File: config.mk
export PLATFORM = sky130hd
export DESIGN_NAME = alu_uart_ctrl
export DESIGN_NICKNAME = d
export VERILOG_FILES = /design/src/rtl/alu_uart_ctrl.sv
export SDC_FILE = /design/constraint.sdc
export NUM_CORES = 1
export LEC_CHECK = 0
export CORE_MARGIN = 5
export CORE_UTILIZATION = 41
export DETAILED_ROUTE_END_ITERATION = 7
export HOLD_SLACK_MARGIN = 0.05
export PLACE_DENSITY = 0.88
export SLEW_MARGIN = 30
export SYNTH_ARGS = -nofsm -noshare
export SYNTH_HDL_FRONTEND = slang
export SYNTH_SLANG_ARGS = --single-unit
File: constraint.sdc
create_clock -name i_clock -period 2.5 [get_ports i_clock]
set_input_delay 0.5 -clock i_clock [delete_from_list [all_inputs] [get_ports i_clock]]
set_output_delay 0.5 -clock i_clock [all_outputs]
set_load 0.02 [all_outputs]
File: src/rtl/alu_uart_ctrl.sv
// -----------------------------------------------------------------------------
// alu_uart_ctrl
//
// Sequences one ALU operation per three received UART bytes:
//   byte 1 -> operand A, byte 2 -> operand B, byte 3 -> opcode (SIZEOP LSBs),
// then latches the ALU result and fires a one-cycle start pulse at the UART
// transmitter, waiting for its done pulse before accepting the next operand A.
//
// Handshake: i_rx_done / i_tx_done are single-cycle "valid" strobes with no
// back-pressure. A received byte the controller cannot take (while computing,
// sending, or waiting on the transmitter) is dropped and flagged with a
// one-cycle o_overrun pulse; state is not disturbed by a dropped byte.
//
// Optional feature macro: ALU_UART_PARITY_CHECK_EN
//   defined     - even-parity check on received bytes (a mismatch restarts at
//                 operand A and pulses o_overrun); o_tx_parity = ^result.
//   not defined - i_rx_parity ignored; o_tx_parity is constant 1.
//
// Ports:
//   i_clock, i_reset      clock, asynchronous active-high reset
//   i_rx_done/data/parity received byte strobe, byte, parity bit
//   i_alu_result          combinational ALU result for o_op_a/o_op_b/o_opcode
//   i_tx_done             transmitter frame-finished strobe
//   o_op_a, o_op_b        registered operands to ALU
//   o_opcode              registered opcode to ALU
//   o_tx_signal           one-cycle transmit start pulse
//   o_tx_result           registered result byte to transmitter
//   o_tx_parity           parity bit to transmitter
//   o_busy                high while computing / sending / waiting for tx
//   o_overrun             one-cycle pulse when a received byte is dropped
//   o_state               debug view of the FSM state register
// -----------------------------------------------------------------------------
module alu_uart_ctrl #(
    parameter int SIZEDATA = 8,
    parameter int SIZEOP   = 6
) (
    input  logic                i_clock,
    input  logic                i_reset,
    input  logic                i_rx_done,
    input  logic [SIZEDATA-1:0] i_rx_data,
    input  logic                i_rx_parity,
    input  logic [SIZEDATA-1:0] i_alu_result,
    input  logic                i_tx_done,
    output logic [SIZEDATA-1:0] o_op_a,
    output logic [SIZEDATA-1:0] o_op_b,
    output logic [SIZEOP-1:0]   o_opcode,
    output logic                o_tx_signal,
    output logic [SIZEDATA-1:0] o_tx_result,
    output logic                o_tx_parity,
    output logic                o_busy,
    output logic                o_overrun,
    output logic [2:0]          o_state
);

    typedef enum logic [2:0] {
        WAIT_A  = 3'd0,
        WAIT_B  = 3'd1,
        WAIT_OP = 3'd2,
        EXEC    = 3'd3,
        SEND    = 3'd4,
        WAIT_TX = 3'd5
    } state_t;

    state_t state, next_state;
    logic   cap_a, cap_b, cap_op, cap_res, drop;
    logic   par_ok;

`ifdef ALU_UART_PARITY_CHECK_EN
    assign par_ok = ((^i_rx_data) == i_rx_parity);
`else
    logic unused_rx_parity;
    assign unused_rx_parity = i_rx_parity;
    assign par_ok           = 1'b1;
`endif

    assign o_state = state;

    // Next state, capture enables and drop detection.
    always_comb begin
        next_state = state;
        cap_a      = 1'b0;
        cap_b      = 1'b0;
        cap_op     = 1'b0;
        cap_res    = 1'b0;
        drop       = 1'b0;
        case (state)
            WAIT_A: begin
                if (i_rx_done) begin
                    if (par_ok) begin
                        cap_a      = 1'b1;
                        next_state = WAIT_B;
                    end else begin
                        drop = 1'b1;
                    end
                end
            end
            WAIT_B: begin
                if (i_rx_done) begin
                    if (par_ok) begin
                        cap_b      = 1'b1;
                        next_state = WAIT_OP;
                    end else begin
                        drop       = 1'b1;
                        next_state = WAIT_A;
                    end
                end
            end
            WAIT_OP: begin
                if (i_rx_done) begin
                    if (par_ok) begin
                        cap_op     = 1'b1;
                        next_state = EXEC;
                    end else begin
                        drop       = 1'b1;
                        next_state = WAIT_A;
                    end
                end
            end
            EXEC: begin
                cap_res    = 1'b1;
                drop       = i_rx_done;
                next_state = SEND;
            end
            SEND: begin
                drop       = i_rx_done;
                next_state = WAIT_TX;
            end
            WAIT_TX: begin
                if (i_tx_done) begin
                    // A byte landing together with tx completion is the next
                    // operand A, not an overrun.
                    next_state = WAIT_A;
                    if (i_rx_done) begin
                        if (par_ok) begin
                            cap_a      = 1'b1;
                            next_state = WAIT_B;
                        end else begin
                            drop = 1'b1;
                        end
                    end
                end else begin
                    drop = i_rx_done;
                end
            end
            default: next_state = WAIT_A;
        endcase
    end

    always_ff @(posedge i_clock or posedge i_reset) begin
        if (i_reset) begin
            state <= WAIT_A;
        end else begin
            state <= next_state;
        end
    end

    // Registered outputs; o_busy and o_tx_signal are decoded from the next
    // state so they line up exactly with the state they describe.
    always_ff @(posedge i_clock or posedge i_reset) begin
        if (i_reset) begin
            o_op_a      <= '0;
            o_op_b      <= '0;
            o_opcode    <= '0;
            o_tx_result <= '0;
            o_tx_signal <= 1'b0;
            o_busy      <= 1'b0;
            o_overrun   <= 1'b0;
        end else begin
            if (cap_a)   o_op_a      <= i_rx_data;
            if (cap_b)   o_op_b      <= i_rx_data;
            if (cap_op)  o_opcode    <= i_rx_data[SIZEOP-1:0];
            if (cap_res) o_tx_result <= i_alu_result;
            o_tx_signal <= (next_state == SEND);
            o_busy      <= (next_state == EXEC) || (next_state == SEND) ||
                           (next_state == WAIT_TX);
            o_overrun   <= drop;
        end
    end

`ifdef ALU_UART_PARITY_CHECK_EN
    always_ff @(posedge i_clock or posedge i_reset) begin
        if (i_reset) begin
            o_tx_parity <= 1'b1;
        end else if (cap_res) begin
            o_tx_parity <= ^i_alu_result;
        end
    end
`else
    assign o_tx_parity = 1'b1;
`endif

endmodule

# Word level (Yosys, flattened, before mapping)
# Index checks and enable logic that the tools add are counted.
[word_totals]
reg_bits = 36
elab_cells = 34
input_bits = 21
[op_classes]
reduce_logical = 4
muxes = 14
n_eq_ne = 8
[ops]
columns = ["cell", "n"]
rows = [
  ["$pmux W3 S6", 1],
  ["$eq A3 B3 Y1 const B", 4],
  ["$mux W3", 4],
  ["$eq A3 B2 Y1 const B", 3],
  ["$mux W1", 7],
  ["$pmux W1 S2", 2],
  ["$eq A3 B1 Y1 const B", 1],
  ["$logic_not A3 Y1", 1],
  ["$logic_or A1 B1 Y1", 2],
  ["$reduce_or A2 Y1", 1],
]

# Depth between registers and ports, before layout
[depth]
depth_word = 6
ltp_mapped = 5
ltp_nobuf = 3

# Least setup slack after synthesis
# No wires, ideal clock.
[synth_timing]
kind = "flip-flop to flip-flop"
from = "register state[2] (netlist: o_state[2])"
to = "register o_opcode[0]"
period_less_slack_ns = 1.557
path_buffers = 1
setup_slack_ns = 0.943
t_arrival_ns = 1.432
stages_incl_launch_ff = 4
cell_sequence = "dfrtp_1 > buf_4 > nor4b_4 > mux2_2"
[synth_via]
elab_chain_len = 2
[synth_rtl]
columns = ["item", "line", "rtl"]
rows = [
  ["start: declaration", "64", "state_t state, next_state;"],
  ["start signal: assignment", "153", "state <= next_state;"],
  ["$eq A3 B2 Y1", "86", "case (state)"],
  ["$mux W1", "86", ""],
  ["end signal: assignment", "171", "if (cap_op) o_opcode <= i_rx_data[SIZEOP-1:0];"],
  ["end: declaration", "46", "output logic [SIZEOP-1:0] o_opcode,"],
]
# Every way passes these cells.
# A chain may end at the register's enable or synchronous reset.

# Worst setup path in the final report
[layout_timing]
from = "register state[0] (netlist: o_state[0])"
to = "output port o_state[0]"
[layout_rtl]
columns = ["item", "line", "rtl"]
rows = [
  ["end: declaration", "52", "output logic [2:0] o_state"],
]
# No word-level cell between the ends.

==> results.sh <==
export IMPL_outcome="finished, final reports clean"
export IMPL_track_usage=0.151
export IMPL_die_area_sq_mm=0.00501
export IMPL_postSynth_asyncResetShare=1.00
export IMPL_final_util=0.612
export IMPL_place_area_sq_mm=0.00211
export IMPL_peakVddDrop_uv=600
export IMPL_met2_usage=0.250
export IMPL_cp_depth=1
export IMPL_grt_use_met1=0.174
export IMPL_nFillCells=293
export IMPL_path_clk_slew_ns=0.07
export IMPL_busiest_layer="met2"
export IMPL_syn2layout_area_growth_pct=45.9
export IMPL_synth_most_common_cell="dfrtp_1"
export IMPL_cts_tree="yes"
export IMPL_use_met3=0.0497
export IMPL_pre_cts_ws_ns=0.297
export IMPL_antenna_cells=0
export IMPL_finalCriticalPeriod_ns=2.16
export IMPL_worstPathRequired_ns=2.00
export IMPL_gp_congestion=0.736
export IMPL_grt_pass1_vias=1241
export IMPL_core_sq_mm=0.00361
export IMPL_ys_flop_type="dfrtp_1"
export IMPL_r2r_start="o_state[0]"
export IMPL_rsz0062_at_grt="no"
export IMPL_relSlewSlack=0.637
export IMPL_die_h_um=70.8
export IMPL_p_leak_nw=0.927
export IMPL_seqCellArea_sq_um=901
export IMPL_num_vias=1097
export IMPL_clock_sinks=36
export IMPL_ys_types=24
export IMPL_maxCapViolCount=0
export IMPL_arrival_ns=1.66
export IMPL_holdPathStages=1
export IMPL_hold_viol_final=0
export IMPL_post_route_cells_drive_above_1_share=0.240
export IMPL_synth_top_cell_area_share=0.595
export IMPL_critical_path_class="register to output port"
export IMPL_crit_fanout=17
export IMPL_worst_pin_slew_ns=0.545
export IMPL_drt_iter0_drc=71
export IMPL_rrSetupSlack_ns=0.74
export IMPL_min_from="o_op_a[4]"
export IMPL_ios=58
export IMPL_whs_endpoint="o_op_a[4]"
export IMPL_syn_mean_instance_area_sq_um=13.8
export IMPL_multi_input_area_sq_um=566
export IMPL_wl_per_cell_um=15.7
export IMPL_path_buf_inv=1
export IMPL_insertion_delay_ns=0.27
export IMPL_slew_viol_final=0
export IMPL_critPathMaxStageDelay_ns=0.71
export IMPL_synth_edff_count=0
export IMPL_post_cts_resize_count=0
export IMPL_powerDensity_mw_per_mm2=1390
export IMPL_design_area_sq_mm=0.00221
export IMPL_yosys_top_cells_area="dfrtp_1, mux2_2, nand2b_1"
export IMPL_vias_per_cell=5.01
export IMPL_netlist_area_sq_mm=0.00151
export IMPL_overflow=0
export IMPL_hold_path_class="register to register"
export IMPL_ys_ff_latch=36
export IMPL_dieWidth_um=70.8
export IMPL_cp_top_family="buffers and inverters"
export IMPL_setup_violations=0
export IMPL_syn_nets=131
export IMPL_grt_pass1_wl_um=5990
export IMPL_drc_errors=0
export IMPL_yosysWarnings=0
export IMPL_grt_max_degree=18
export IMPL_timing_setup_tns_ns=0
export IMPL_wl_um=3450
export IMPL_portBuffers=55
export IMPL_final_setup_skew_ns=0.00323
export IMPL_ant_nets=0
export IMPL_crit_chain="clkdlybuf4s50_1"
export IMPL_worst_slack_ns=0.336
export IMPL_synth_common_cells="dfrtp_1, mux2_2, nand2b_1"
export IMPL_start_util=0.420
export IMPL_synth_top_area_cell="dfrtp_1"
export IMPL_max_freq_ghz=0.462
export IMPL_synth_cells=110
export IMPL_fin_nets=191
export IMPL_hpwlAfterDp_um=2690
export IMPL_cts_hold_buf=0
export IMPL_synth_yosys_seq_area_share=0.595
export IMPL_critPathSlowestCell="clkdlybuf4s50_1"
export IMPL_antenna_found_initial=0
export IMPL_cts_buffers=5
export IMPL_crit_path_start_kind="register"
export IMPL_cp_end_kind="output port"
export IMPL_cts_setup_buffers=0
export IMPL_firstDrtPassIters=4
export IMPL_rr_endpoint="o_op_a[5]"
export IMPL_htreeDepth=2
export IMPL_min_period_over_period=0.866
export IMPL_r2r_cells=3
export IMPL_root_buffer="clkbuf_8"
export IMPL_fp_row_count=22
export IMPL_ctsLongestPathBuffers=2
-- power breakdown --
group | switching (mW) | leakage [nW] | internal (mW)
logic | 0.717 | 0.448 | 0.844
clock network | 0.190 | 0.0445 | 0.224
registers | 0.224 | 0.435 | 0.872
-- worst max path at each step --
stage,start,end
3_5_place_dp,i_rx_done,o_opcode[4]
3_3_place_gp,i_rx_done,o_opcode[0]
4_1_cts,o_state[0],o_state[0]
2_1_floorplan,o_state[2],o_opcode[0]
6_report,o_state[0],o_state[0]
5_1_grt,o_state[0],o_state[0]
-- sequential cells by signal, indices dropped and copies added (netlist names) --
name         cells
o_busy           1
o_tx_signal      1
o_tx_result      8
o_opcode         6
o_op_a           8
o_state          3
o_overrun        1
o_op_b           8
-- cell type report --
type                            count  share of cell area
Clock buffer                        7              0.0391
Tap cell                           48              0.0272
Inverter                            4             0.00680
Sequential cell                    36               0.408
Multi-Input combinational cell     65               0.256
Timing Repair Buffer               58               0.259
Clock inverter                      1             0.00340
-- cell families (layout without fill, tap and decap cells) --
| family | Yosys count | after routing | share of synthesized area |
|---|---|---|---|
| and+or+nand+nor | 23 | 23 | 0.101 |
| AOI/OAI and AO/OA | 13 | 13 | 0.0628 |
| other | 1 | 1 | 0.00248 |
| buffers and inverters | 9 | 70 | 0.0314 |
| DFF | 36 | 36 | 0.595 |
| muxes | 28 | 28 | 0.207 |
-- routing by layer --
metal  wire length [um]  part of all wire  vias up
li1                   -                 -      504
met1               1340              0.39      548
met2               1800              0.52       38
met3                234             0.068        7
met4                 76             0.022        0
met5                  0                 0        -
-- layout by cell type (no fill, tap or decap), types with 2 or more instances in the layout --
cell type        count
a221oi_1             3
and3_1               2
buf_4                3
clkbuf_8             6
clkdlybuf4s50_1     55
dfrtp_1             36
inv_1                4
mux2_2              27
nand2b_1             8
nor2_1               6
o22ai_1              3
o31ai_1              3
-- per-stage QoR --
| stage | std cells | hold slack [ns] | power (mW) |
|---|---|---|---|
| floorplan | 110 | 0.635 | 1.95 |
| global placement | 211 | 0.489 | 2.62 |
| detailed placement | 211 | 0.494 | 2.69 |
| CTS | 219 | 0.510 | 3.11 |
| global route | 219 | 0.528 | 3.27 |
| finish | 219 | 0.503 | 3.07 |
No activity file was read; power rests on OpenSTA's default activity.
